### config.mk
export PLATFORM = sky130hd
export DESIGN_NAME = imem_loader
export DESIGN_NICKNAME = d
export VERILOG_FILES = /design/src/rtl/imem_loader.sv
export SDC_FILE = /design/constraint.sdc
export NUM_CORES = 1
export LEC_CHECK = 0
export BUFFER_PORTS_ARGS = -buffer_cell sky130_fd_sc_hd__buf_2
export CAP_MARGIN = 20
export CORE_UTILIZATION = 30
export CTS_CLUSTER_DIAMETER = 100
export CTS_CLUSTER_SIZE = 14
export DETAILED_ROUTE_END_ITERATION = 6
export MAX_ROUTING_LAYER = met4
export PLACE_DENSITY = 0.46
export SLEW_MARGIN = 10
export SYNTH_ARGS = -nofsm -noshare
export SYNTH_HDL_FRONTEND = slang
export SYNTH_SLANG_ARGS = --single-unit
### constraint.sdc
create_clock -name clk -period 3.9 [get_ports clk]
set_clock_uncertainty 0.15 [all_clocks]
set_input_delay 0.78 -clock clk [delete_from_list [all_inputs] [get_ports clk]]
set_output_delay 0.78 -clock clk [all_outputs]
set_load 0.01 [all_outputs]
### src/rtl/imem_loader.sv
// Byte-stream program loader for the instruction memory; holds the CPU in reset until loaded.
// Optional trailing checksum word is enabled by defining IMEM_LOADER_CHECKSUM_EN.
module imem_loader #(
  parameter int ADDRESS_WIDTH = 12,
  parameter int DATA_WIDTH    = 32
) (
  input  logic                     clk,
  input  logic                     rst,
  input  logic                     start,
  input  logic [ADDRESS_WIDTH-2:0] load_words,
  input  logic                     byte_valid,
  input  logic [7:0]               byte_data,
  output logic                     byte_ready,
  output logic                     wr_en,
  output logic [ADDRESS_WIDTH-1:0] wr_addr,
  output logic [DATA_WIDTH-1:0]    wr_data,
  output logic                     cpu_rst,
  output logic                     busy,
  output logic                     done,
  output logic                     err
);

  localparam int CW = ADDRESS_WIDTH - 1;
  localparam logic [CW-1:0] MAX_WORDS = CW'(1) << (ADDRESS_WIDTH - 2);
  localparam logic [ADDRESS_WIDTH-1:0] LAST_ADDR = ~ADDRESS_WIDTH'(3);

  typedef enum logic [2:0] {
    S_IDLE,
    S_RECV,
    S_WRITE,
    S_DONE
`ifdef IMEM_LOADER_CHECKSUM_EN
    , S_CSUM
`endif
  } state_t;

`ifdef IMEM_LOADER_CHECKSUM_EN
  localparam state_t S_AFTER_DATA = S_CSUM;
`else
  localparam state_t S_AFTER_DATA = S_DONE;
`endif

  state_t                   state_q;
  logic [1:0]               idx_q;
  logic [CW-1:0]            cnt_q;
  logic [CW-1:0]            target_q;
  logic [ADDRESS_WIDTH-1:0] wr_addr_q;
  logic [DATA_WIDTH-1:0]    wr_data_q;
  logic [CW-1:0]            words_d;
`ifdef IMEM_LOADER_CHECKSUM_EN
  logic [31:0]              sum_q;
  logic [31:0]              csum_q;
  logic                     err_q;
`endif

  assign words_d = (load_words > MAX_WORDS) ? MAX_WORDS : load_words;

  always_ff @(posedge clk or posedge rst) begin
    if (rst) begin
      state_q   <= S_IDLE;
      idx_q     <= '0;
      cnt_q     <= '0;
      target_q  <= '0;
      wr_addr_q <= '0;
      wr_data_q <= '0;
`ifdef IMEM_LOADER_CHECKSUM_EN
      sum_q     <= '0;
      csum_q    <= '0;
      err_q     <= 1'b0;
`endif
    end else begin
      case (state_q)
        S_IDLE, S_DONE: begin
          if (start) begin
            target_q  <= words_d;
            cnt_q     <= '0;
            idx_q     <= '0;
            wr_addr_q <= '0;
`ifdef IMEM_LOADER_CHECKSUM_EN
            sum_q     <= '0;
            err_q     <= 1'b0;
`endif
            state_q   <= (words_d == '0) ? S_AFTER_DATA : S_RECV;
          end
        end
        S_RECV: begin
          if (byte_valid) begin
            wr_data_q[8*idx_q +: 8] <= byte_data;
            idx_q <= idx_q + 2'd1;
            if (idx_q == 2'd3) state_q <= S_WRITE;
          end
        end
        S_WRITE: begin
          cnt_q <= cnt_q + CW'(1);
          idx_q <= '0;
          // Hold at the top word instead of wrapping back to address 0.
          if (wr_addr_q != LAST_ADDR) wr_addr_q <= wr_addr_q + ADDRESS_WIDTH'(4);
`ifdef IMEM_LOADER_CHECKSUM_EN
          sum_q <= sum_q + wr_data_q;
`endif
          state_q <= (cnt_q + CW'(1) == target_q) ? S_AFTER_DATA : S_RECV;
        end
`ifdef IMEM_LOADER_CHECKSUM_EN
        S_CSUM: begin
          if (byte_valid) begin
            csum_q[8*idx_q +: 8] <= byte_data;
            idx_q <= idx_q + 2'd1;
            if (idx_q == 2'd3) begin
              err_q   <= ({byte_data, csum_q[23:0]} != sum_q);
              state_q <= S_DONE;
            end
          end
        end
`endif
        default: state_q <= S_IDLE;
      endcase
    end
  end

`ifdef IMEM_LOADER_CHECKSUM_EN
  assign byte_ready = (state_q == S_RECV) || (state_q == S_CSUM);
  assign err        = err_q;
`else
  assign byte_ready = (state_q == S_RECV);
  assign err        = 1'b0;
`endif
  assign busy    = byte_ready || (state_q == S_WRITE);
  assign wr_en   = (state_q == S_WRITE);
  assign done    = (state_q == S_DONE);
  assign cpu_rst = !(done && !err);
  assign wr_addr = wr_addr_q;
  assign wr_data = wr_data_q;

endmodule

Word-level counts from Yosys, hierarchy flattened --
Cells that the tools add are included.
Cells by class: add/subtract/negate cells 4, $lt $le $gt $ge 1, eq/ne operators 10, shift-type cells 2, multiplexer cells 16, reductions and logical operators 13
Operators by type and width (count):
- $neg A5 Y34 | 1
- $shift A8 B34 Y32 const A | 1
- $shiftx A8 B34 Y32 | 1
- $bwmux W32 | 1
- $mux W12 | 2
- $pmux W12 S2 | 1
- $mux W11 | 2
- $pmux W11 S2 | 1
- $add A12 B3 Y12 const B | 1
- $ne A12 B12 Y1 const B | 1
- $add A11 B1 Y11 const B | 1
- $eq A11 B11 Y1 | 1
- $gt A11 B11 Y1 const B | 1
- $logic_not A11 Y1 | 1
- $mux W3 | 3
- $pmux W3 S3 | 1
- $reduce_and A3 Y1 | 3
- $mux W2 | 4
- $eq A3 B2 Y1 const B | 2
- $pmux W2 S3 | 1
- $reduce_and A2 Y1 | 3
- $ne A2 B1 Y1 const B | 2
- $ne A2 B2 Y1 const B | 2
- $eq A3 B1 Y1 const B | 1
- 8 further kinds | 8
Word-level totals: bits in registers 71, input port bits 23, word-level logic and storage cells 52

Depth between registers and ports, before layout --
Gate-level depths: netlist of run 1.
depth after elaboration 6, depth in mapped cells 9

Worst setup path after synthesis of run 1 --
No wires, ideal clock.
path kind register to register, start point register cnt_q[0], end point register state_q[1], arrival time 2000 ps, data required time 3663 ps, setup slack 1663 ps, stages on the path, launching flop included 7, buffers on the path 0, period minus slack after synthesis 2237 ps, cell sequence dfrtp_1 > ha_1 > nand3_4 > or3_2 > xnor2_1 > o31a_1 > a211oi_2
Between the ends: longest elaborated chain between the ends 4
RTL lines:
- start, declared | line 45 | logic [CW-1:0] cnt_q;
- start signal, assigned | line 94 | cnt_q <= cnt_q + CW'(1);
- $add A11 B1 Y11 | line 101 | state_q <= (cnt_q + CW'(1) == target_q) ? S_AFTER_DATA : S_RECV;
- $eq A11 B11 Y1 | line 101
- $mux W2 | line 101
- $pmux W3 S3 | line 72 | case (state_q)
- end signal, assigned | line 83 | state_q <= (words_d == '0) ? S_AFTER_DATA : S_RECV;
- end signal, assigned | line 101
- end, declared | line 43 | state_t state_q;
No other way between the ends. A chain may end at the register's enable or synchronous reset.

Worst setup path after layout of run 1 --
start point register state_q[0], end point register cnt_q[6]
Between the ends: longest elaborated chain between the ends 4
RTL lines (line):
- $eq A3 B2 Y1 or $logic_not A3 Y1 (tied branches) | 72
- $reduce_or A2 Y1 | 72
- $ne A2 B2 Y1 (no source line) or $reduce_bool A2 Y1 (tied branches)
- $reduce_and A2 Y1 (no source line)
Parallel ways exist; a longest one is shown, timed or not.

==> metrics.yaml, run 1 <==
status: "finished clean"
highest_layer: "met4"
finish.cell_count_without_fillers: 543
seq_area_frac_synth: 0.490
rd_place_congestion: 0.743
cts_root_buffer: "clkbuf_16"
drive_gt1_frac: 0.266
hold_path.class: "input pin to async pin"
clock_buffers_created_by_tritoncts: 9
cpMaxStageDelayCell: "or4_2"
synthDominantAreaCellType: "dfrtp_1"
globalRoute.totalOverflow: 0
synth_cell_type_count: 47
finish.instance_area_sq_um: 4240
layout_common_cells: "buf_2, dfrtp_1, a22o_1, nand2_1, o21ai_0"
detail-route-antenna-nets: 0
async_reset_ff_frac: 1.00
layout_setup_ws_ns: 1.05
yosysWarningCount: 0
buffer_ports.inserted: 69
max_slew_margin: 0.455
slowest_cell_delay_on_critical_path_ns: 0.73
number_of_global_route_vias_before_repair: 2574
power_density_nw_per_um2: 626
register_bit_count_reported_by_yosys: 68
final_stage_net_count: 433
post_synthesis_area_per_instance_sq_um: 10.5
setup.reg_to_reg.worst_slack_ns: 1.05
core_utilization_of_the_finished_layout: 0.385
tritoncts: "yes"
end_kind: "register"
grt_antenna_before_repair: 0
r2r_end: "cnt_q[6]$_DFFE_PP0P_"
grt_pass1_wl_um: 13700
met3_wirelength_um: 451
post_cts_setup_buffer_count: 0
clock_sinks: 68
synthDominantCellAreaShare: 0.490
post-route-period-util: 0.730
cts.reportedPaths.clkPinSlew_ns: 0.06
r2r.worst_path.cells: 7
die_x_um: 110
clock_latency_ns: 0.34
coreArea_sq_um: 11000
area.growth.synth_to_final_pct: 22.3
dp_worst_setup_slack_ns: 1.07
die_height_um: 110
drc_violations_left: 0
rr_startpoint: "state_q[0]$_DFFE_PP0P_"
max-vdd-ir-drop_mv: 0.314
ioPinCount: 73
cts_hold_repair.buffers: 0
synth_edf_count: 0
area_used_by_multi_input_combinational_logic_sq_um: 1640
path_class: "register to register"
syn-cell-area_sq_um: 3470
drt-vias-per-instance: 4.96
drt_wl_total_um: 8620
finalMaxSlewViolations: 0
hold_viol: 0
routed-wl-met2_um: 3930
route.detailed.wl_per_inst_um: 15.9
drt_pre_antenna_iters: 4
placed_cell_area_sq_um: 3930
die_area_sq_um: 12000
path_max_fanout: 17
path_cells: "inv_1, ha_1, inv_1, or4_2, a21oi_1, a21oi_1, o41ai_1"
critical_path_arrival_ns: 2.93
place.detailed.instances: 526
setup.worst_path.start_class: "register"
wl_met1_um: 4120
final-seq-area_sq_um: 1700
final_common_cell: "buf_2"
final.min_clock_period_ns: 2.85
clock_tree.buffer_depth: 2
main_flop_type_after_synthesis: "dfrtp_1"
power.leakage_nw: 2.04
grt_start_max_net_pins: 49
detailedPlacementHpwl_um: 6050
detailroute.via_count: 2695
synth.area.top_cells: "dfrtp_1, a22o_1, ha_1"
finalSetupViolations: 0
max_freq_ghz: 0.351
global_route.usage.total: 0.158
worst_path_dominant_cell_family: "simple AND/OR/NAND/NOR gates"
synthCells: 329
worst-endpoint-required_ns: 3.98
fp-row-count: 38
start_util: 0.315
fillCellCount: 1119
drt_iter0_markers: 120
cts_repair_resize_count: 0
grt_setup_unrepaired: "false"
cp_num_buf_inv: 2
setup_tns_ns: 0
htree_num_levels: 3
diodes: 0
worst-slew-pin-transition_ns: 0.815
maxCapViolations: 0
cells in the mapped netlist, types with 4 or more instances:
master     n
buf_2      5
nand2b_1   8
o21ai_0   25
inv_1     11
nand2_1   28
xnor2_1   14
nor2_1    15
nor3_1    12
ha_1      12
a21oi_1   15
nand3_1   12
clkbuf_1   7
dfrtp_1   68
nor4_1     4
nand4_1    4
xor2_1     8
buf_4      4
a22o_1    36
how the worst max path moves through the flow:
stage / start / slack [ns] / depth (start not counted) / to
2_1_floorplan: rst / 1.26 / 1 / cnt_q[0]$_DFFE_PP0P_
3_5_place_dp: state_q[0]$_DFFE_PP0P_ / 1.07 / 7 / cnt_q[6]$_DFFE_PP0P_
5_1_grt: state_q[0]$_DFFE_PP0P_ / 0.86 / 7 / cnt_q[6]$_DFFE_PP0P_
3_3_place_gp: state_q[0]$_DFFE_PP0P_ / 1.08 / 7 / cnt_q[6]$_DFFE_PP0P_
6_report: state_q[0]$_DFFE_PP0P_ / 1.05 / 7 / cnt_q[6]$_DFFE_PP0P_
4_1_cts: state_q[0]$_DFFE_PP0P_ / 1.04 / 7 / cnt_q[6]$_DFFE_PP0P_
registers in the layout (all words and copies together) (netlist names):
signal	count
wr_data	32
cnt_q	11
target_q	11
wr_addr	10
idx_q	2
state_q	2
cell type report:
type | instances | share of cell area
clock buffer | 10 | 0.0563
clock inverter | 6 | 0.0171
inverter | 11 | 0.00973
multi-input combinational | 235 | 0.387
sequential | 68 | 0.401
tap | 140 | 0.0413
timing repair buffer | 73 | 0.0879
power breakdown:
group	switching [mW]	total (mW)	internal, mW
Sequential	0.121	0.963	0.842
Clock	0.327	0.845	0.518
Combinational	0.495	0.849	0.354
Total	0.944	2.66	1.71
metrics by stage:
step | power, mW | hold WS [ns]
floorplan | 1.57 | 0.319
global placement | 1.83 | 0.334
finish | 2.66 | 0.299
CTS | 2.71 | 0.298
detailed placement | 1.83 | 0.341
global route | 2.84 | 0.326
kinds of logic (layout without fill, tap and decap cells):
| group | count (synthesis) | count (layout) | share of synthesized area |
|---|---|---|---|
| buffers and inverters | 28 | 100 | 0.0386 |
| AOI/OAI and AO/OA | 90 | 90 | 0.184 |
| and+or+nand+nor | 102 | 102 | 0.168 |
| other | 1 | 3 | 0.00108 |
| DFF | 68 | 68 | 0.490 |
| muxes | 6 | 6 | 0.0184 |
| adders and majority gates | 12 | 12 | 0.0433 |
| xor gates and xnor gates | 22 | 22 | 0.0555 |
metal layers:
layer  global-route usage  vias to the layer above
met5                    -                        -
met4               0.0552                        0
met3               0.0533                        8
met2                0.235                       59
met1                0.202                     1298
li1                     -                     1330
(Power assumes the default switching activity.)
==> inputs of run 2 (changes only) <==
PLACE_DENSITY = 0.48   (was 0.46)
clock period = 2.55 ns   (was 3.9 ns; I/O delays follow)
==> metrics.yaml, run 2 (synthesized netlist as in run 1, its figures left out) <==
coreArea_sq_um: 11000
clock_latency_ns: 0.33
diodes: 0
share_comb_of_total_power: 0.337
post_cts_setup_buffer_count: 0
die_x_um: 110
power_density_nw_per_um2: 961
hold_viol: 0
max_freq_ghz: 0.427
final_stage_net_count: 448
ioPinCount: 73
rd_place_congestion: 0.772
setup_tns_ns: 0
final.min_clock_period_ns: 2.34
r2r.worst_path.cells: 6
area.growth.synth_to_final_pct: 26.7
detail-route-antenna-nets: 0
drt_pre_antenna_iters: 4
max-vdd-ir-drop_mv: 0.593
path_cells: "ha_1, nand3_4, or3_2, xnor2_1, o31a_1, a211oi_2"
largest_reg_flops: 32
cpMaxStageDelayCell: "or3_2"
finalSetupViolations: 0
hold_path.class: "input pin to async pin"
netSwitchingPower_mw: 1.41
tritoncts: "yes"
die_area_sq_um: 12000
critical_path_cell_count: 6
grt_antenna_before_repair: 0
clock_sinks: 68
finalMaxSlewViolations: 0
place.detailed.instances: 542
worst_path_dominant_cell_family: "simple AND/OR/NAND/NOR gates"
maxCapViolations: 0
critical_path_arrival_ns: 2.44
post-route-period-util: 0.918
area_used_by_multi_input_combinational_logic_sq_um: 1650
global_route.usage.total: 0.159
p_seq_frac: 0.345
setup.worst_path.start_class: "register"
layout_common_cells: "buf_2, dfrtp_1, a22o_1, nand2_1, o21ai_0"
globalRoute.totalOverflow: 0
cts_root_buffer: "clkbuf_16"
slowest_cell_delay_on_critical_path_ns: 0.56
grt_pass1_wl_um: 13700
buffer_ports.inserted: 69
end_kind: "register"
grt_start_max_net_pins: 69
finish.cell_count_without_fillers: 557
cts_hold_repair.buffers: 0
layout_setup_ws_ns: 0.208
worst-endpoint-required_ns: 2.65
grt_setup_unrepaired: "false"
max_slew_margin: 0.408
htree_num_levels: 3
intPower_mw: 2.82
clock_buffers_created_by_tritoncts: 9
path_max_fanout: 6
power.switching_fraction: 0.334
power.leakage_nw: 2.13
detailedPlacementHpwl_um: 6080
drive_gt1_frac: 0.290
cts.reportedPaths.clkPinSlew_ns: 0.06
drt_wl_total_um: 8550
drt_iter0_markers: 121
dp_worst_setup_slack_ns: 0.163
route.detailed.wl_per_inst_um: 15.4
start_util: 0.315
pwr-share-clk: 0.318
clock_tree.buffer_depth: 2
fp-row-count: 38
fillCellCount: 1137
worst-slew-pin-transition_ns: 0.886
final_common_cell: "buf_2"
die_height_um: 110
path_class: "register to register"
detailroute.via_count: 2759
cp_num_buf_inv: 0
final-seq-area_sq_um: 1700
number_of_global_route_vias_before_repair: 2643
drc_violations_left: 0
status: "finished clean"
drt-vias-per-instance: 4.95
[run 2: cell count changes in the layout (fill, tap and decap cells not counted), sizes merged]
cell    before  now
clkinv       3    1
buf         73   88
bufinv       1    2
clkbuf      10   11
inv         12   11
[run 2: final timing paths]
check	start	end	slack, ns
min in group clk	load_words[7]	target_q[7]$_DFFE_PP0P_	0.27
setup reg to reg	cnt_q[1]$_DFFE_PP0P_	state_q[1]$_DFFE_PP0P_	0.21
hold / removal	rst	wr_addr[7]$_DFFE_PP0P_	0.10
max in group asynchronous	rst	target_q[5]$_DFFE_PP0P_	1.86
setup / recovery	cnt_q[1]$_DFFE_PP0P_	state_q[1]$_DFFE_PP0P_	0.21
hold reg to reg	wr_data[17]$_DFFE_PP0P_	wr_data[17]$_DFFE_PP0P_	0.35
[run 2: final cells by class]
class	count	share of cell area
multi-input cells	235	0.376
clock inverters	4	0.0165
well taps	140	0.0398
inverters	11	0.00939
clock buffers	11	0.0575
flip-flops and latches	68	0.387
repair buffers	88	0.114
[run 2: metal layers]
layer  global-route usage  routed length (um)  part of all wire
met5                    -                   0                 0
met4               0.0486                  47            0.0055
met2                0.247                4110              0.48
met3               0.0522                 413             0.048
met1                0.197                3980              0.47
[run 2: repair_timing]
action,4_1_cts,5_1_grt
gates resized for setup,0,1
setup endpoints to repair,0,5
endpoints found under the hold margin,0,0
[run 2: stage by stage]
stage | hold WS [ns] | util | cell area [sq um] | power, mW
6_report | 0.102 | 0.399 | 4400 | 4.23
5_1_grt | 0.134 | 0.399 | 4400 | 4.51
4_1_cts | 0.112 | 0.398 | 4390 | 4.30
3_5_place_dp | 0.339 | 0.368 | 4060 | 2.91
3_3_place_gp | 0.333 | 0.368 | 4060 | 2.89
2_1_floorplan | 0.319 | - | 3480 | 2.40
[run 2: worst min-delay path, delay by kind of cell]
kind | cells | cell delay (ns)
buffers and inverters | 3 | 0.48
[run 2: power by group through the flow]
| stage | sequential, mW | clock (mW) | combinational, mW |
|---|---|---|---|
| global route | 1.49 | 1.44 | 1.59 |
| finish | 1.46 | 1.34 | 1.42 |
| global placement | 1.47 | 0 | 1.42 |
| floorplan | 1.49 | 0 | 0.911 |
| detailed placement | 1.48 | 0 | 1.43 |
| CTS | 1.46 | 1.40 | 1.44 |
==> inputs of run 3 (changes only) <==
PLACE_DENSITY = not set   (was 0.48)
PLACE_DENSITY_LB_ADDON = 0.05   (was not set)
REMOVE_ABC_BUFFERS = 1   (was not set)
==> metrics.yaml, run 3 (synthesized netlist as in run 1, its figures left out) <==
pwr-share-clk: 0.314
finish.instance_area_sq_um: 4370
drive_gt1_frac: 0.288
critical_path_arrival_ns: 2.44
die_area_sq_um: 12000
maxCapViolations: 0
intPower_mw: 2.78
hold_slack_ns: 0.0932
drt_iter0_markers: 133
power.leakage_nw: 2.11
die_x_um: 110
detailedPlacementHpwl_um: 6110
max_slew_margin: 0.424
coreArea_sq_um: 11000
drt_wl_total_um: 8670
worst-slew-pin-transition_ns: 0.862
power_density_nw_per_um2: 970
ioPinCount: 73
tritoncts: "yes"
hold_viol: 0
max-vdd-ir-drop_mv: 0.569
rd_place_congestion: 0.772
placed_cell_area_sq_um: 4050
power.switching_fraction: 0.344
post-route-period-util: 0.920
largest_reg_flops: 32
cts.reportedPaths.clkPinSlew_ns: 0.06
drt_pre_antenna_iters: 4
cts_root_buffer: "clkbuf_16"
clock_latency_ns: 0.33
grt_start_max_net_pins: 69
hold_path.class: "input pin to async pin"
highest_layer: "met4"
share_comb_of_total_power: 0.345
post_cts_setup_buffer_count: 0
grt_setup_unrepaired: "false"
start_util: 0.315
cts_repair_resize_count: 0
fp-row-count: 38
cts_hold_repair.buffers: 0
globalRoute.totalOverflow: 0
fillCellCount: 1123
final_stage_net_count: 447
die_height_um: 110
setup.worst_path.start_class: "register"
netSwitchingPower_mw: 1.46
layout_common_cells: "buf_2, dfrtp_1, a22o_1, nand2_1, o21ai_0"
grt_antenna_before_repair: 0
clock_buffers_created_by_tritoncts: 9
clock_tree.buffer_depth: 2
setup_tns_ns: 0
number_of_global_route_vias_before_repair: 2612
detail-route-antenna-nets: 0
finalSetupViolations: 0
status: "finished clean"
diodes: 0
final.min_clock_period_ns: 2.35
p_seq_frac: 0.341
clock_sinks: 68
core_utilization_of_the_finished_layout: 0.396
buffer_ports.inserted: 69
detailroute.via_count: 2710
htree_num_levels: 3
wl_met1_um: 4190
fin_total_pwr_mw: 4.24
route.detailed.wl_per_inst_um: 15.6
area.growth.synth_to_final_pct: 26.0
end_kind: "register"
final_common_cell: "buf_2"
path_max_fanout: 8
drt-vias-per-instance: 4.87
finalMaxSlewViolations: 0
routed-wl-met2_um: 4050
max_freq_ghz: 0.426
drc_violations_left: 0
met3_wirelength_um: 364
global_route.usage.total: 0.162
path_class: "register to register"
grt_pass1_wl_um: 13900
worst-endpoint-required_ns: 2.65
==> run 3: final timing paths <==
kind,depth (start not counted),slack [ns],startpoint,end
max,6,0.20,cnt_q[1]$_DFFE_PP0P_,state_q[1]$_DFFE_PP0P_
min in group clk,2,0.27,load_words[5],target_q[5]$_DFFE_PP0P_
max reg2reg,6,0.20,cnt_q[1]$_DFFE_PP0P_,state_q[1]$_DFFE_PP0P_
min,3,0.09,rst,wr_data[0]$_DFFE_PP0P_
min reg2reg,1,0.35,wr_data[27]$_DFFE_PP0P_,wr_data[27]$_DFFE_PP0P_
max in group asynchronous,3,1.84,rst,cnt_q[8]$_DFFE_PP0P_
==> run 3: worst max-delay path, cell delays in order (launching register included) <==
cell and delay [ns]:
dfrtp_1 0.41, ha_1 0.34, nand3_4 0.17, or3_2 0.58
xnor2_1 0.15, o31a_1 0.28, a211oi_2 0.18
==> run 3: per-layer routing <==
metal  GRT usage  vias up
li1            -     1364
met1       0.204     1287
met2       0.256       54
met3      0.0486        5
met4      0.0371        0
met5           -        -
==> run 3: power groups by stage <==
stage | registers (mW) | logic (mW) | clock network (mW)
6_report | 1.45 | 1.46 | 1.33
5_1_grt | 1.48 | 1.62 | 1.42
4_1_cts | 1.45 | 1.48 | 1.38
3_5_place_dp | 1.47 | 1.47 | 0
3_3_place_gp | 1.46 | 1.47 | 0
2_1_floorplan | 1.49 | 0.871 | 0
==> run 3: final cells by class <==
| type | instances | area (sq um) | area share |
|---|---|---|---|
| flip-flops and latches | 68 | 1700 | 0.389 |
| multi-input cells | 235 | 1640 | 0.376 |
| repair buffers | 87 | 493 | 0.113 |
| clock buffers | 10 | 229 | 0.0524 |
| well taps | 140 | 175 | 0.0401 |
| clock inverters | 6 | 88.8 | 0.0203 |
| inverters | 11 | 41.3 | 0.00945 |
==> run 3: metrics by stage <==
step	instances	worst slack (ns)
after floorplan	314	0.178
after global placement	540	0.164
after detailed placement	540	0.182
after CTS	556	0.146
after global routing	557	0.0790
final	557	0.205
